File: src/rtl/ram2video_reader.sv
// Reads buffered RGB lines from the dual-port RAM and regenerates a progressive raster.
// Optional macro RAM2VIDEO_RESYNC_EN: a trigger while running re-locks the raster to (0,0).
module ram2video_reader #(
    parameter int H_TOTAL            = 800,
    parameter int H_ACTIVE           = 640,
    parameter int H_SYNC_START       = 656,
    parameter int H_SYNC_END         = 752,
    parameter int V_TOTAL            = 525,
    parameter int V_ACTIVE           = 480,
    parameter int V_SYNC_START       = 490,
    parameter int V_SYNC_END         = 492,
    parameter int BUFFER_LINE_LENGTH = 640,
    parameter int RAM_NUMWORDS       = 10240,
    parameter int RAM_ADDRESS_BITS   = 14,
    parameter int RD_LATENCY         = 2
) (
    input  logic                        clock,
    input  logic                        reset_n,
    input  logic                        starttrigger,
    input  logic [23:0]                 rddata,
    output logic [RAM_ADDRESS_BITS-1:0] rdaddr,
    output logic                        rden,
    output logic [23:0]                 video_out,
    output logic                        de,
    output logic                        hsync,
    output logic                        vsync,
    output logic [11:0]                 counterX,
    output logic [11:0]                 counterY,
    output logic                        running
);

    localparam int AW  = RAM_ADDRESS_BITS;
    localparam int AW1 = RAM_ADDRESS_BITS + 1;
    localparam int PD  = RD_LATENCY + 2;

    localparam logic [11:0]    LP_X_LAST   = 12'(H_TOTAL - 1);
    localparam logic [11:0]    LP_Y_LAST   = 12'(V_TOTAL - 1);
    localparam logic [11:0]    LP_H_ACT    = 12'(H_ACTIVE);
    localparam logic [11:0]    LP_V_ACT    = 12'(V_ACTIVE);
    localparam logic [11:0]    LP_HS_START = 12'(H_SYNC_START);
    localparam logic [11:0]    LP_HS_END   = 12'(H_SYNC_END);
    localparam logic [11:0]    LP_VS_START = 12'(V_SYNC_START);
    localparam logic [11:0]    LP_VS_END   = 12'(V_SYNC_END);
    localparam logic [AW1-1:0] LP_LINE_LEN = AW1'(BUFFER_LINE_LENGTH);
    localparam logic [AW1-1:0] LP_NUMWORDS = AW1'(RAM_NUMWORDS);

    typedef enum logic {
        WAIT_TRIGGER,
        RUNNING
    } state_t;

    state_t          r_state;
    state_t          w_state_next;
    logic [11:0]     r_cnt_x;
    logic [11:0]     r_cnt_y;
    logic [AW-1:0]   r_base;
    logic [AW-1:0]   r_rdaddr;
    logic            r_rden;
    logic [23:0]     r_video;
    logic [PD-1:0]   r_de_pipe;
    logic [PD-1:0]   r_hs_pipe;
    logic [PD-1:0]   r_vs_pipe;

    logic            w_running;
    logic            w_resync;
    logic            w_x_last;
    logic            w_y_last;
    logic            w_act;
    logic            w_hs;
    logic            w_vs;
    logic [AW1-1:0]  w_base_sum;
    logic            w_base_wrap;
    logic [AW-1:0]   w_rd_addr;

    always_ff @(posedge clock or negedge reset_n) begin
        if (!reset_n) r_state <= WAIT_TRIGGER;
        else          r_state <= w_state_next;
    end

    always_comb begin
        w_state_next = r_state;
        case (r_state)
            WAIT_TRIGGER: if (starttrigger) w_state_next = RUNNING;
            RUNNING:      w_state_next = RUNNING;
            default:      w_state_next = WAIT_TRIGGER;
        endcase
    end

    assign w_running = (r_state == RUNNING);

`ifdef RAM2VIDEO_RESYNC_EN
    // A trigger landing exactly on (0,0) is already in lock, so it is ignored.
    assign w_resync = w_running && starttrigger && ((r_cnt_x != 12'd0) || (r_cnt_y != 12'd0));
`else
    assign w_resync = 1'b0;
`endif

    assign w_x_last = (r_cnt_x == LP_X_LAST);
    assign w_y_last = (r_cnt_y == LP_Y_LAST);

    always_ff @(posedge clock or negedge reset_n) begin
        if (!reset_n) begin
            r_cnt_x <= 12'd0;
            r_cnt_y <= 12'd0;
        end else if (!w_running || w_resync) begin
            r_cnt_x <= 12'd0;
            r_cnt_y <= 12'd0;
        end else if (w_x_last) begin
            r_cnt_x <= 12'd0;
            r_cnt_y <= w_y_last ? 12'd0 : r_cnt_y + 12'd1;
        end else begin
            r_cnt_x <= r_cnt_x + 12'd1;
        end
    end

    assign w_base_sum  = {1'b0, r_base} + LP_LINE_LEN;
    assign w_base_wrap = (w_base_sum >= LP_NUMWORDS);

    always_ff @(posedge clock or negedge reset_n) begin
        if (!reset_n) begin
            r_base <= '0;
        end else if (!w_running || w_resync) begin
            r_base <= '0;
        end else if (w_x_last) begin
            if (w_y_last)
                r_base <= '0;
            else if (r_cnt_y < LP_V_ACT)
                r_base <= w_base_wrap ? '0 : w_base_sum[AW-1:0];
        end
    end

    assign w_act     = w_running && (r_cnt_x < LP_H_ACT) && (r_cnt_y < LP_V_ACT);
    assign w_hs      = w_running && (r_cnt_x >= LP_HS_START) && (r_cnt_x < LP_HS_END);
    assign w_vs      = w_running && (r_cnt_y >= LP_VS_START) && (r_cnt_y < LP_VS_END);
    assign w_rd_addr = r_base + AW'(r_cnt_x);

    always_ff @(posedge clock or negedge reset_n) begin
        if (!reset_n) begin
            r_rdaddr <= '0;
            r_rden   <= 1'b0;
        end else begin
            r_rden <= w_act;
            if (w_act) r_rdaddr <= w_rd_addr;
        end
    end

    // Stage 0 lines up with rdaddr; stage RD_LATENCY lines up with the returning rddata.
    always_ff @(posedge clock or negedge reset_n) begin
        if (!reset_n) begin
            r_de_pipe <= '0;
            r_hs_pipe <= '0;
            r_vs_pipe <= '0;
            r_video   <= 24'd0;
        end else begin
            r_de_pipe <= {r_de_pipe[PD-2:0], w_act};
            r_hs_pipe <= {r_hs_pipe[PD-2:0], w_hs};
            r_vs_pipe <= {r_vs_pipe[PD-2:0], w_vs};
            r_video   <= r_de_pipe[PD-2] ? rddata : 24'd0;
        end
    end

    assign rdaddr    = r_rdaddr;
    assign rden      = r_rden;
    assign video_out = r_video;
    assign de        = r_de_pipe[PD-1];
    assign hsync     = r_hs_pipe[PD-1];
    assign vsync     = r_vs_pipe[PD-1];
    assign counterX  = r_cnt_x;
    assign counterY  = r_cnt_y;
    assign running   = w_running;

endmodule

File: config.mk
export PLATFORM = sky130hd
export DESIGN_NAME = ram2video_reader
export DESIGN_NICKNAME = d
export VERILOG_FILES = /design/src/rtl/ram2video_reader.sv
export SDC_FILE = /design/constraint.sdc
export NUM_CORES = 1
export LEC_CHECK = 0
export BUFFER_PORTS_ARGS = -buffer_cell sky130_fd_sc_hd__buf_2
export CAP_MARGIN = 5
export CORE_UTILIZATION = 45
export DETAILED_ROUTE_END_ITERATION = 7
export PLACE_DENSITY = 0.7
export REMOVE_ABC_BUFFERS = 1
export SLEW_MARGIN = 20
export SYNTH_ARGS = -nofsm -noshare
export SYNTH_HDL_FRONTEND = slang
export SYNTH_SLANG_ARGS = --single-unit
File: constraint.sdc
create_clock -name clock -period 3.33 [get_ports clock]
set_input_delay 0.4995 -clock clock [delete_from_list [all_inputs] [get_ports clock]]
set_output_delay 0.4995 -clock clock [all_outputs]
set_load 0.03 [all_outputs]
==> reports/metrics.csv <==
stage;metric;value;unit
outcome;status;completed;
synth;cells after synthesis;313;
worst_hold_path;Min-Delay Path Class;in2async;
route;DR WL met2;3.25;mm
sta;Total Neg Setup Slack;0;ns
power;Sw Share;32.7;%
final_layout;fin nets;445;
setup_path;flop-to-flop setup slack;0.95;ns
place;PortBufs;93;
clock_tree;cells resized by post-CTS repair;0;
route;drt first pass iters;4;
job;max-cap violations;0;
sta;fin crit period;2.38;ns
clock_tree;TritonCTS clock tree;built;
route;met1 WL;3.22;mm
final_layout;ANT cells;0;
power;Reg power frac;49.2;%
clock_tree;hold_buf cts;0;
synth;post-synthesis register bit count;82;
power;switching pwr;0.795;mW
synth;Syn. warnings;0;
route;Top Layer Used;met4;
clock_tree;Root Buffer;clkbuf_8;
sta;RSZ-0062 raised after global routing;false;
die;core area;7730;um2
final_layout;Layout area overhead;21.3;%
global_routing;initial antenna violation count;0;
sta;ratio of final minimum period to clock period;71.5;%
clock_tree;postcts setup bufs;0;
setup_path;Critical Path RT;3.59;ns
sta;Slew @ Worst Pin;1.00;ns
die;Die W;91.6;um
setup_path;endpoint type of the worst setup path;flip-flop;
global_routing;Total GRT Usage;18.1;%
clock_tree;CTS buffer count;9;
route;vias per inst;5.11;
route;total number of vias;2634;
route;DRC Markers;0;
sta;Setup violations, final;0;
clock_tree;CTS Buffer Depth;2;
power;static leakage;2.14;nW
clock_tree;Worst-path clk slew;0.09;ns
place;dpl hpwl;4.88;mm
setup_path;arrival time worst endpoint;2.65;ns
global_routing;gr ovfl total;0;
sta;max frequency;420;MHz
setup_path;critical path class;reg2reg;
setup_path;Worst Reg-to-Reg Cells;6;
die;row cnt;32;
global_routing;pin count of the biggest net entering global routing;83;
die;Die Area;8380;um2
sta;Max Slew Vio Count;0;
sta;Final Skew;0.0118;ns
die;IO Count;94;
sta;final hold violation count;0;
sta;worst rel slew slack;32.0;%
final_layout;final instance area;4380;um2
place;Placed Area;4170;um2
setup_path;CP Max Fanout;12;
clock_tree;# clock sinks;82;
die;starting density of the core;46.7;%
setup_path;CP Launch Point;counterX[0]$_DFF_PN0_;
setup_path;worst reg2reg path startpoint;counterX[0]$_DFF_PN0_;
synth;Mapped Area;3610;um2
clock_tree;H-tree Lvls;3;
power;Peak supply drop;0.000473;V
power;Logic pwr share;20.1;%
power;Clk pwr share;30.7;%
place;RD Place Congestion;0.858;
power;Power Density;555;nW/um2
final_layout;Layout fillers;678;
global_routing;first-pass GRT wire length;12.0;mm
route;1st-iter DRT viols;117;
die;Die Span Y;91.6;um
setup_path;Reg-to-Reg End;r_base[9]$_DFFE_PN0P_;
final_layout;share of cells above drive strength 1;31.7;%
synth;sequential fraction of the synthesis area;56.8;%
route;total routed wirelength;7.06;mm
synth;post-synth cell types;50;
global_routing;vias in the first global route;2540;
clock_tree;worst skew pair latency;0.35;ns
route;Antenna Nets Post-Route;0;
power;internal power;1.63;mW
setup_path;kind of launch point of the worst setup path;flip-flop;
route;Wirelength per Cell;13.7;um
route;met3 wire length;491;um
synth;Syn Area/Cell;11.5;um2
-- cells by family (layout without fill, tap and decap cells) --
group | Yosys count | after routing | share of synthesized area, %
AOI/OAI and AO/OA | 45 | 45 | 8.49
xor gates and xnor gates | 20 | 20 | 4.85
adders and majority gates | 10 | 10 | 3.47
buffers and inverters | 19 | 119 | 2.36
DFF | 82 | 82 | 56.8
muxes | 10 | 10 | 3.02
and+or+nand+nor | 127 | 127 | 21.0
-- metal layers --
| layer | global-route usage, % | vias up |
|---|---|---|
| li1 | - | 1280 |
| met3 | 3.94 | 9 |
| met4 | 8.47 | 0 |
| met1 | 23.6 | 1246 |
| met2 | 28.6 | 99 |
| met5 | 0 | - |
-- cell usage in the layout (no fill, tap or decap), types with 2 or more instances in the layout --
| cell type | n |
|---|---|
| nand3_1 | 10 |
| a211oi_1 | 2 |
| and2_1 | 28 |
| nand2_1 | 30 |
| buf_4 | 2 |
| clkinvlp_4 | 2 |
| ha_1 | 10 |
| nor3_1 | 5 |
| a41oi_1 | 2 |
| o21ai_0 | 19 |
| inv_1 | 8 |
| or3_1 | 6 |
| nor2_1 | 19 |
| or4_1 | 2 |
| nor4_1 | 3 |
| mux2i_1 | 3 |
| buf_2 | 92 |
| a21o_1 | 2 |
| mux2_2 | 7 |
| nand4_1 | 4 |
| and3_1 | 6 |
| clkbuf_8 | 10 |
| xor2_1 | 5 |
| a21oi_1 | 4 |
| dfrtp_1 | 82 |
| nand4b_1 | 2 |
| inv_6 | 3 |
| o21ai_1 | 4 |
| nor4b_4 | 2 |
| xnor2_1 | 15 |
-- worst max path at each step --
stage / end / cells after the start
2_1_floorplan: r_base[10]$_DFFE_PN0P_ / 6
6_report: r_base[9]$_DFFE_PN0P_ / 6
3_3_place_gp: r_base[9]$_DFFE_PN0P_ / 6
3_5_place_dp: r_base[9]$_DFFE_PN0P_ / 6
4_1_cts: r_base[9]$_DFFE_PN0P_ / 6
5_1_grt: r_base[10]$_DFFE_PN0P_ / 6
-- final cells by class --
class | count | area [um2] | area share [%]
flip-flops and latches | 82 | 2050 | 46.9
multi-input cells | 212 | 1470 | 33.6
repair buffers | 95 | 487 | 11.1
clock buffers | 10 | 138 | 3.14
well taps | 102 | 128 | 2.92
clock inverters | 6 | 71.3 | 1.63
inverters | 8 | 30.0 | 0.686
-- state kept, by name (all words and copies together), names as in the netlist --
signal and count:
r_base 7, counterY 12, video_out 24, r_hs_pipe 4
r_vs_pipe 4, running 1, r_de_pipe 4, counterX 12
rdaddr 14
-- synth_stat cells, drive strengths merged --
library cell  number  area share [%]
a211oi             2            0.42
a21o               2            0.42
a21oi              5            0.80
a221o              1            0.28
a22o               1            0.24
a31oi              1            0.17
a41oi              2            0.49
and2              28             4.9
and3               6             1.0
and4               1            0.24
buf                5            0.90
clkbuf             6            0.62
dfrtp             82              57
ha                10             3.5
inv                8            0.83
mux2               7             2.2
mux2i              3            0.83
nand2             30             3.1
nand3             11             1.9
nand4              5             1.3
nand4b             2            0.49
nand4bb            1            0.76
nor2              19             2.0
nor2b              1            0.17
nor3               6            0.97
nor3b              1            0.21
nor4               4            0.87
nor4b              2             1.3
o211ai             1            0.21
o21a               1            0.21
o21ai             24             3.4
o311ai             1            0.24
o31ai              2            0.55
o41a               1            0.59
o41ai              1            0.45
or2                2            0.35
or3                6             1.0
or4                2            0.42
xnor2             15             3.6
xor2               5             1.2
-- per-stage QoR --
stage / setup slack (ns) / power, mW / hold slack [ns] / util, % / cells
after floorplan: 0.924 / 1.54 / 0.204 / - / 302
after global placement: 1.06 / 1.70 / 0.333 / 53.9 / 499
after detailed placement: 0.979 / 1.71 / 0.335 / 53.9 / 499
after CTS: 0.946 / 2.46 / 0.320 / 56.6 / 515
after global routing: 0.764 / 2.55 / 0.235 / 56.7 / 515
final: 0.948 / 2.43 / 0.164 / 56.7 / 515
-- power by group through the flow --
stage / sequential, mW / clock [mW] / combinational, mW
3_5_place_dp: 1.22 / 0 / 0.493
4_1_cts: 1.20 / 0.773 / 0.495
5_1_grt: 1.22 / 0.813 / 0.524
3_3_place_gp: 1.21 / 0 / 0.492
6_report: 1.20 / 0.747 / 0.488
2_1_floorplan: 1.39 / 0 / 0.145
-- worst max-delay path: stages, from the launching register on --
cell,delay [ns]
dfrtp_1,0.43
ha_1,0.27
nand4_4,0.16
or3_1,0.36
nor3_2,0.68
a41oi_1,0.21
mux2i_1,0.18
No activity file was read; power rests on OpenSTA's default activity.
